$ cat src/rtl/debug_loader.sv
// UART debug/load controller in front of the mips core: program load, run, step, break.
// Optional DEBUG_LOADER_CHECKSUM_EN replaces the load ACK with an XOR of the payload.
module debug_loader #(
    parameter int SIZE        = 32,
    parameter int IMEM_ADDR_W = 10,
    parameter int CNT_W       = 16
) (
    input  logic                   clk,
    input  logic                   rst,
    input  logic [7:0]             i_rx_data,
    input  logic                   i_rx_valid,
    input  logic                   i_tx_busy,
    input  logic                   i_halt,
    output logic [7:0]             o_tx_data,
    output logic                   o_tx_valid,
    output logic                   o_stall,
    output logic                   o_cpu_rst,
    output logic                   o_imem_we,
    output logic [IMEM_ADDR_W-1:0] o_imem_addr,
    output logic [SIZE-1:0]        o_imem_data,
    output logic [2:0]             o_state
);

    localparam int NB = SIZE / 8;
    localparam int BW = (NB > 1) ? $clog2(NB) : 1;

    typedef enum logic [2:0] {
        IDLE = 3'd0,
        LEN0 = 3'd1,
        LEN1 = 3'd2,
        DATA = 3'd3,
        RUN  = 3'd4,
        STEP = 3'd5,
        SEND = 3'd6
    } state_e;

    state_e                 state_q, state_d;
    logic                   stall_q, stall_d;
    logic                   cpu_rst_q, cpu_rst_d;
    logic                   we_q, we_d;
    logic [IMEM_ADDR_W-1:0] addr_q, addr_d;
    logic [SIZE-1:0]        data_q, data_d;
    logic [BW-1:0]          bcnt_q, bcnt_d;
    logic [CNT_W-1:0]       cnt_q, cnt_d;
    logic [7:0]             len_lo_q, len_lo_d;
    logic                   step_q, step_d;
    logic [7:0]             reply_q, reply_d;
    logic [7:0]             tx_data_q, tx_data_d;
    logic                   tx_valid_q, tx_valid_d;
    logic [7:0]             load_reply;
    logic [CNT_W-1:0]       len_w;
    logic [SIZE+7:0]        shift_w;
    logic                   last_wr;

`ifdef DEBUG_LOADER_CHECKSUM_EN
    logic [7:0] csum_q, csum_d;
    assign load_reply = csum_q;
`else
    assign load_reply = 8'h06;
`endif

    assign len_w   = CNT_W'({i_rx_data, len_lo_q});
    assign shift_w = {i_rx_data, data_q};
    assign last_wr = we_q && (cnt_q == CNT_W'(1));

    always_ff @(posedge clk or posedge rst) begin
        if (rst) begin
            state_q    <= IDLE;
            stall_q    <= 1'b1;
            cpu_rst_q  <= 1'b0;
            we_q       <= 1'b0;
            addr_q     <= '0;
            data_q     <= '0;
            bcnt_q     <= '0;
            cnt_q      <= '0;
            len_lo_q   <= '0;
            step_q     <= 1'b0;
            reply_q    <= '0;
            tx_data_q  <= '0;
            tx_valid_q <= 1'b0;
`ifdef DEBUG_LOADER_CHECKSUM_EN
            csum_q     <= '0;
`endif
        end else begin
            state_q    <= state_d;
            stall_q    <= stall_d;
            cpu_rst_q  <= cpu_rst_d;
            we_q       <= we_d;
            addr_q     <= addr_d;
            data_q     <= data_d;
            bcnt_q     <= bcnt_d;
            cnt_q      <= cnt_d;
            len_lo_q   <= len_lo_d;
            step_q     <= step_d;
            reply_q    <= reply_d;
            tx_data_q  <= tx_data_d;
            tx_valid_q <= tx_valid_d;
`ifdef DEBUG_LOADER_CHECKSUM_EN
            csum_q     <= csum_d;
`endif
        end
    end

    always_comb begin
        state_d    = state_q;
        stall_d    = stall_q;
        cpu_rst_d  = cpu_rst_q;
        we_d       = 1'b0;
        addr_d     = addr_q;
        data_d     = data_q;
        bcnt_d     = bcnt_q;
        cnt_d      = cnt_q;
        len_lo_d   = len_lo_q;
        step_d     = step_q;
        reply_d    = reply_q;
        tx_data_d  = tx_data_q;
        tx_valid_d = 1'b0;
`ifdef DEBUG_LOADER_CHECKSUM_EN
        csum_d     = csum_q;
`endif
        unique case (state_q)
            IDLE: begin
                if (i_rx_valid) begin
                    case (i_rx_data)
                        8'h4C: begin
                            state_d   = LEN0;
                            cpu_rst_d = 1'b1;
`ifdef DEBUG_LOADER_CHECKSUM_EN
                            csum_d    = '0;
`endif
                        end
                        8'h52: state_d = RUN;
                        8'h53: begin
                            state_d = STEP;
                            step_d  = 1'b0;
                        end
                        default: ;
                    endcase
                end
            end
            LEN0: begin
                if (i_rx_valid) begin
                    len_lo_d = i_rx_data;
                    state_d  = LEN1;
                end
            end
            LEN1: begin
                if (i_rx_valid) begin
                    cnt_d = len_w;
                    if (len_w == '0) begin
                        state_d   = SEND;
                        cpu_rst_d = 1'b0;
                        reply_d   = load_reply;
                    end else begin
                        state_d = DATA;
                        addr_d  = '0;
                        bcnt_d  = '0;
                    end
                end
            end
            DATA: begin
                // Write strobe cycle: advance address and retire one word.
                if (we_q) begin
                    addr_d = addr_q + IMEM_ADDR_W'(1);
                    cnt_d  = cnt_q - CNT_W'(1);
                end
                if (last_wr) begin
                    cpu_rst_d = 1'b0;
                    state_d   = SEND;
                    reply_d   = load_reply;
                end else if (i_rx_valid) begin
                    data_d = shift_w[SIZE+7:8];
`ifdef DEBUG_LOADER_CHECKSUM_EN
                    csum_d = csum_q ^ i_rx_data;
`endif
                    if (bcnt_q == BW'(NB - 1)) begin
                        bcnt_d = '0;
                        we_d   = 1'b1;
                    end else begin
                        bcnt_d = bcnt_q + BW'(1);
                    end
                end
            end
            RUN: begin
                if (i_halt || (i_rx_valid && i_rx_data == 8'h42)) begin
                    stall_d = 1'b1;
                    state_d = SEND;
                    reply_d = 8'h48;
                end else begin
                    stall_d = 1'b0;
                end
            end
            STEP: begin
                if (step_q) begin
                    stall_d = 1'b1;
                    state_d = SEND;
                    reply_d = 8'h2E;
                end else if (i_halt) begin
                    state_d = SEND;
                    reply_d = 8'h48;
                end else begin
                    stall_d = 1'b0;
                    step_d  = 1'b1;
                end
            end
            SEND: begin
                if (!i_tx_busy) begin
                    tx_valid_d = 1'b1;
                    tx_data_d  = reply_q;
                    state_d    = IDLE;
                end
            end
            default: state_d = IDLE;
        endcase
    end

    assign o_tx_data   = tx_data_q;
    assign o_tx_valid  = tx_valid_q;
    assign o_stall     = stall_q;
    assign o_cpu_rst   = cpu_rst_q;
    assign o_imem_we   = we_q;
    assign o_imem_addr = addr_q;
    assign o_imem_data = data_q;
    assign o_state     = state_q;

endmodule

$ cat config.mk
export PLATFORM = sky130hd
export DESIGN_NAME = debug_loader
export DESIGN_NICKNAME = d
export VERILOG_FILES = /design/src/rtl/debug_loader.sv
export SDC_FILE = /design/constraint.sdc
export NUM_CORES = 1
export LEC_CHECK = 0
export ABC_AREA = 0
export CAP_MARGIN = 0
export CORE_ASPECT_RATIO = 1.2
export CORE_MARGIN = 2
export CORE_UTILIZATION = 40
export DETAILED_ROUTE_END_ITERATION = 10
export PLACE_DENSITY = 0.62
export SLEW_MARGIN = 10
export SYNTH_ARGS = -nofsm -noshare
export SYNTH_HDL_FRONTEND = slang
export SYNTH_SLANG_ARGS = --single-unit
export TNS_END_PERCENT = 10
$ cat constraint.sdc
create_clock -name clk -period 2.7 [get_ports clk]
set_input_delay 0.405 -clock clk [delete_from_list [all_inputs] [get_ports clk]]
set_output_delay 0.405 -clock clk [all_outputs]
set_load 0.02 [all_outputs]
* After elaboration in Yosys (flattened, before gate mapping)
Index checks and enable logic that the tools add are counted.
Word-level totals: register bits after elaboration 92, input port bits 13, output and inout bits 57, word-level logic and storage cells 119
Operators by class: $add $sub $neg 3, eq/ne operators 28, mux-type cells 52, bitwise gates (word level) 2, reductions and logical operators 21
Operators with widths (count):
- $mux 8 | 6
- $eq 8x7->1 const B | 4
- $mux 16 | 2
- $pmux 16 s2 | 1
- $pmux 8 s4 | 1
- $mux 10 | 3
- $mux 3 | 9
- $ne 2x2->1 const B | 11
- $pmux 3 s7 | 1
- $pmux 10 s2 | 1
- $mux 1 | 18
- $eq 16x1->1 const B | 1
- $logic_not 16->1 | 1
- $sub 16x1->16 const B | 1
- $reduce_and 6->1 | 2
- $add 10x1->10 const B | 1
- $mux 2 | 5
- $eq 3x3->1 const B | 3
- $pmux 3 s3 | 1
- $reduce_and 3->1 | 3
- $reduce_and 8->1 | 1
- $eq 3x2->1 const B | 2
- $ne 3x3->1 const B | 2
- $reduce_and 2->1 | 3
- other kinds (17) | 23

* Logic depth before layout (Yosys ltp)
depth after elaboration 5, mapped depth 8, mapped depth without buffers 7

* Worst setup path after synthesis
Ideal clock, no wire load.
kind register to register, start reg state_q[2], in the netlist o_state[2], end reg reply_q[2], library setup time 0.128 ns, arrival 1.804 ns, data required time 2.572 ns, setup slack 0.769 ns, cell stages (with the launch flop) 7, path buffers 1, period minus slack after synthesis 1.931 ns, cells stage by stage dfrtp_1 -> buf_6 -> or2b_1 -> nor3b_1 -> a22oi_1 -> nand3_2 -> mux2_1
Between the ends: cells in the longest elaborated chain, start to end 3, elaborated cells between the ends (all ways) 12, those cells by class 9 x eq/ne; 1 x mux; 2 x reduce/logical
RTL lines:
- start, declared | RTL line 37 | state_e state_q, state_d;
- start signal, assigned | RTL line 85 | state_q <= state_d;
- $eq 3x3->1 or $eq 3x2->1 (tied branches) | RTL line 121 | unique case (state_q)
- $ne 3x3->1 (no line) (tied with other cells)
- $reduce_and 6->1 (no line)
- end signal, assigned | RTL line 95 | reply_q <= reply_d;
- end, declared | RTL line 47 | logic [7:0] reply_q, reply_d;
Parallel ways exist; a longest one is shown, timed or not. A chain may end at the register's enable or synchronous reset.

* Final worst setup path
start in i_rx_data[2], end reg state_q[0], in the netlist o_state[0]
Between the ends: cells in the longest elaborated chain, start to end 5, elaborated cells between the ends (all ways) 15, those cells by class 6 x eq/ne; 5 x mux; 4 x reduce/logical
RTL lines:
- start, declared | RTL line 10 | input logic [7:0] i_rx_data,
- parallel branches: the longest is 5 deep, another holds $eq 8x7->1
Parallel ways; which one is timed is not known. The select of a mux whose other input is x is not followed.

==> metrics <==
run status=finished clean; reg2reg path depth=7; Post-synth EDFFs=0; #FFs+latches synth=84; Post-DP HPWL=6.95 mm; static leakage power=2.16 nW; routed vias=3242; Die H=115 um; Clock transition at path regs=0.06 ns; clk_skew=0.00491 ns; CP required=2.92 ns; Post-Syn Instances=381; R2R Path Start=cnt_q[0]; # Post-CTS Setup Buffers=0; CP arrival=2.45 ns; crit path to=o_state[0]; post-route cell area=0.00533 mm^2; Fin Hold WS=0.320 ns; critical path type=in -> reg; Slew @ Worst Pin=0.619 ns; Primary FF master, synth=dfrtp_1; Initial Utilization=41.1%; Syn Area/Cell=10.9 um^2; Reg2Reg Setup Slack=0.56 ns; antenna violations before repair=0; Final ANT Viol Nets=0; most frequent cells in the layout=dfrtp_1, clkdlybuf4s50_1, mux2_1, o21ai_0, a21oi_1; Final Util=52.9%; DR WL/cell=16.6 um; Crit. End Element=register; final worst slack=0.469 ns; Area after DPL=0.00501 mm^2; crit path launch=i_rx_data[2]; cts bufs inserted=9; RSZ-0062 raised after global routing=false; GRT overflow=0; Die Wd=96.8 um; ranking of synthesized cells by area=dfrtp_1, mux2_1, mux2_2, o21ai_0, a21oi_1; CTS Sinks=84; WP depth=6; cts repair resizes=0; PortBufs=66; final period utilization=82.6%; DR pass1 iterations=4; post-synthesis compound-gate area fraction=13.3%; max-cap viol count=0; CP max-delay cell=clkdlybuf4s50_1; Nets=474; setup TNS=0 ns; share of cells above drive strength 1=13.9%; WL final=9.75 mm; global-route wire length before repair=16.5 mm; die area=0.0112 mm^2; core area=0.0101 mm^2; post-synth cell types=62; Hold Fails Final Rpt=0; number of global-route vias before repair=3244; largest area contributor in the netlist=dfrtp_1; DR DRC count=0; H-Tree Depth=3; largest family of logic cells by synthesized area=simple AND/OR/NAND/NOR gates; synth warn=0; ys async rst share=100%; initial drt markers=171; xor/xnor cell area share of the yosys netlist=0.423%; pre-CTS setup slack=0.136 ns; Tot GR Track Use=18.3%; Startpoint Class=input port; Final min period=2.23 ns; max-slew violations=0; IO Count=70; Filler cells=897; CP top delay family=simple AND/OR/NAND/NOR gates; Root Driver=clkbuf_16; worst min path class=in -> async; Post-Synth Simple-Gate Area=17.0%; vias per inst=5.51; routability congestion estimate=0.790; hold bufs inserted after CTS=0; synthesized cell area=0.00414 mm^2; Clk Latency, worst-skew pair=0.34 ns; Max clock buf depth=2; Antenna diodes=0; FMAX=0.448 GHz; CP max stage delay=0.52 ns; placed insts=572; worst-path fanout max=6; Pwr Total=6.32 mW; largest net degree at the start of global routing=33; commonest non-fill, non-tap cell in the layout=dfrtp_1; Critical Path, Cell by Cell=clkdlybuf4s50_1 > nor4_1 > nand4_1 > a221oi_2 > nand3_1 > mux2_1; WP buf/inv=1; Max VDD drop=545 uV; top cell type's share of synthesized area=50.2%; final setup fails=0; CTS tree=built; register area share after synthesis=50.8%; Power Dens Cells=1190 mW/mm^2; Post-Synth Adder-Cell Area=1.21%; relative slew slack=58.4%; P&R area growth vs syn=28.8%; R2R Path End=cnt_q[14]; post-synthesis mux area share=13.8%; Rows=40; Non-Filler Instances=588
-- worst min path at each step --
| stage | cells after the start | end | slack (ns) |
|---|---|---|---|
| 6_report | 2 | o_imem_data[1] | 0.32 |
| 5_1_grt | 2 | o_imem_data[9] | 0.34 |
| 4_1_cts | 2 | o_imem_data[1] | 0.32 |
| 3_5_place_dp | 1 | o_imem_data[7] | 0.48 |
| 3_3_place_gp | 1 | o_imem_data[6] | 0.47 |
| 2_1_floorplan | 1 | reply_q[5] | 0.45 |
-- logic make-up after synthesis --
family | after synthesis
AO/OA/AOI/OAI | 88
XOR/XNOR | 2
adder cells (fa/ha/maj) | 4
AND/OR/NAND/NOR | 125
buffers and inverters | 26
flip-flops | 84
multiplexers | 51
other | 1
-- worst register-to-register path: cells and delay by family, from the launching register on --
| kind | cells | cell delay, ns |
|---|---|---|
| fa+ha+maj | 1 | 0.21 |
| simple gates | 2 | 0.91 |
| flops | 1 | 0.41 |
| buf+inv | 1 | 0.10 |
| compound gates | 3 | 0.39 |
-- report_power, final --
group | switching, mW | internal, mW
clock | 0.485 | 0.831
sequential | 0.505 | 1.80
combinational | 1.41 | 1.29
total | 2.40 | 3.92
-- synthesized netlist by cell type (all sizes together) (4+ instances only) --
cell / instances
nor3: 15
ha: 4
o21ai: 34
or3: 5
mux2: 48
dfrtp: 83
nor2: 25
inv: 5
nand3: 13
o31ai: 4
nand2b: 6
clkbuf: 7
a21oi: 25
nor4: 6
buf: 14
a31oi: 4
nand4: 7
and2: 4
nand2: 24
-- layer usage --
layer	GRT usage, %	wire length [um]	vias up
li1	-	-	1547
met1	24.8	4390	1607
met2	29.8	4800	75
met3	2.43	386	13
met4	8.17	174	0
met5	0	0	-
-- registers in the layout (all words and copies together) (netlist names) --
register,cells
bcnt_q,2
o_imem_we,1
o_cpu_rst,1
o_state,3
o_imem_addr,10
len_lo_q,8
o_tx_valid,1
reply_q,4
o_imem_data,32
step_q,1
cnt_q,16
o_stall,1
o_tx_data,4
-- area by class of cell --
class,instances,area (um^2),share of cell area [%]
sequential,84,2100,39.5
multi-input combinational,273,1910,35.8
timing repair buffer,84,821,15.4
clock buffer,11,243,4.56
tap,126,158,2.96
clock inverter,5,75.1,1.41
inverter,5,20.0,0.376
Note: power is estimated with default switching activity, not from simulation.
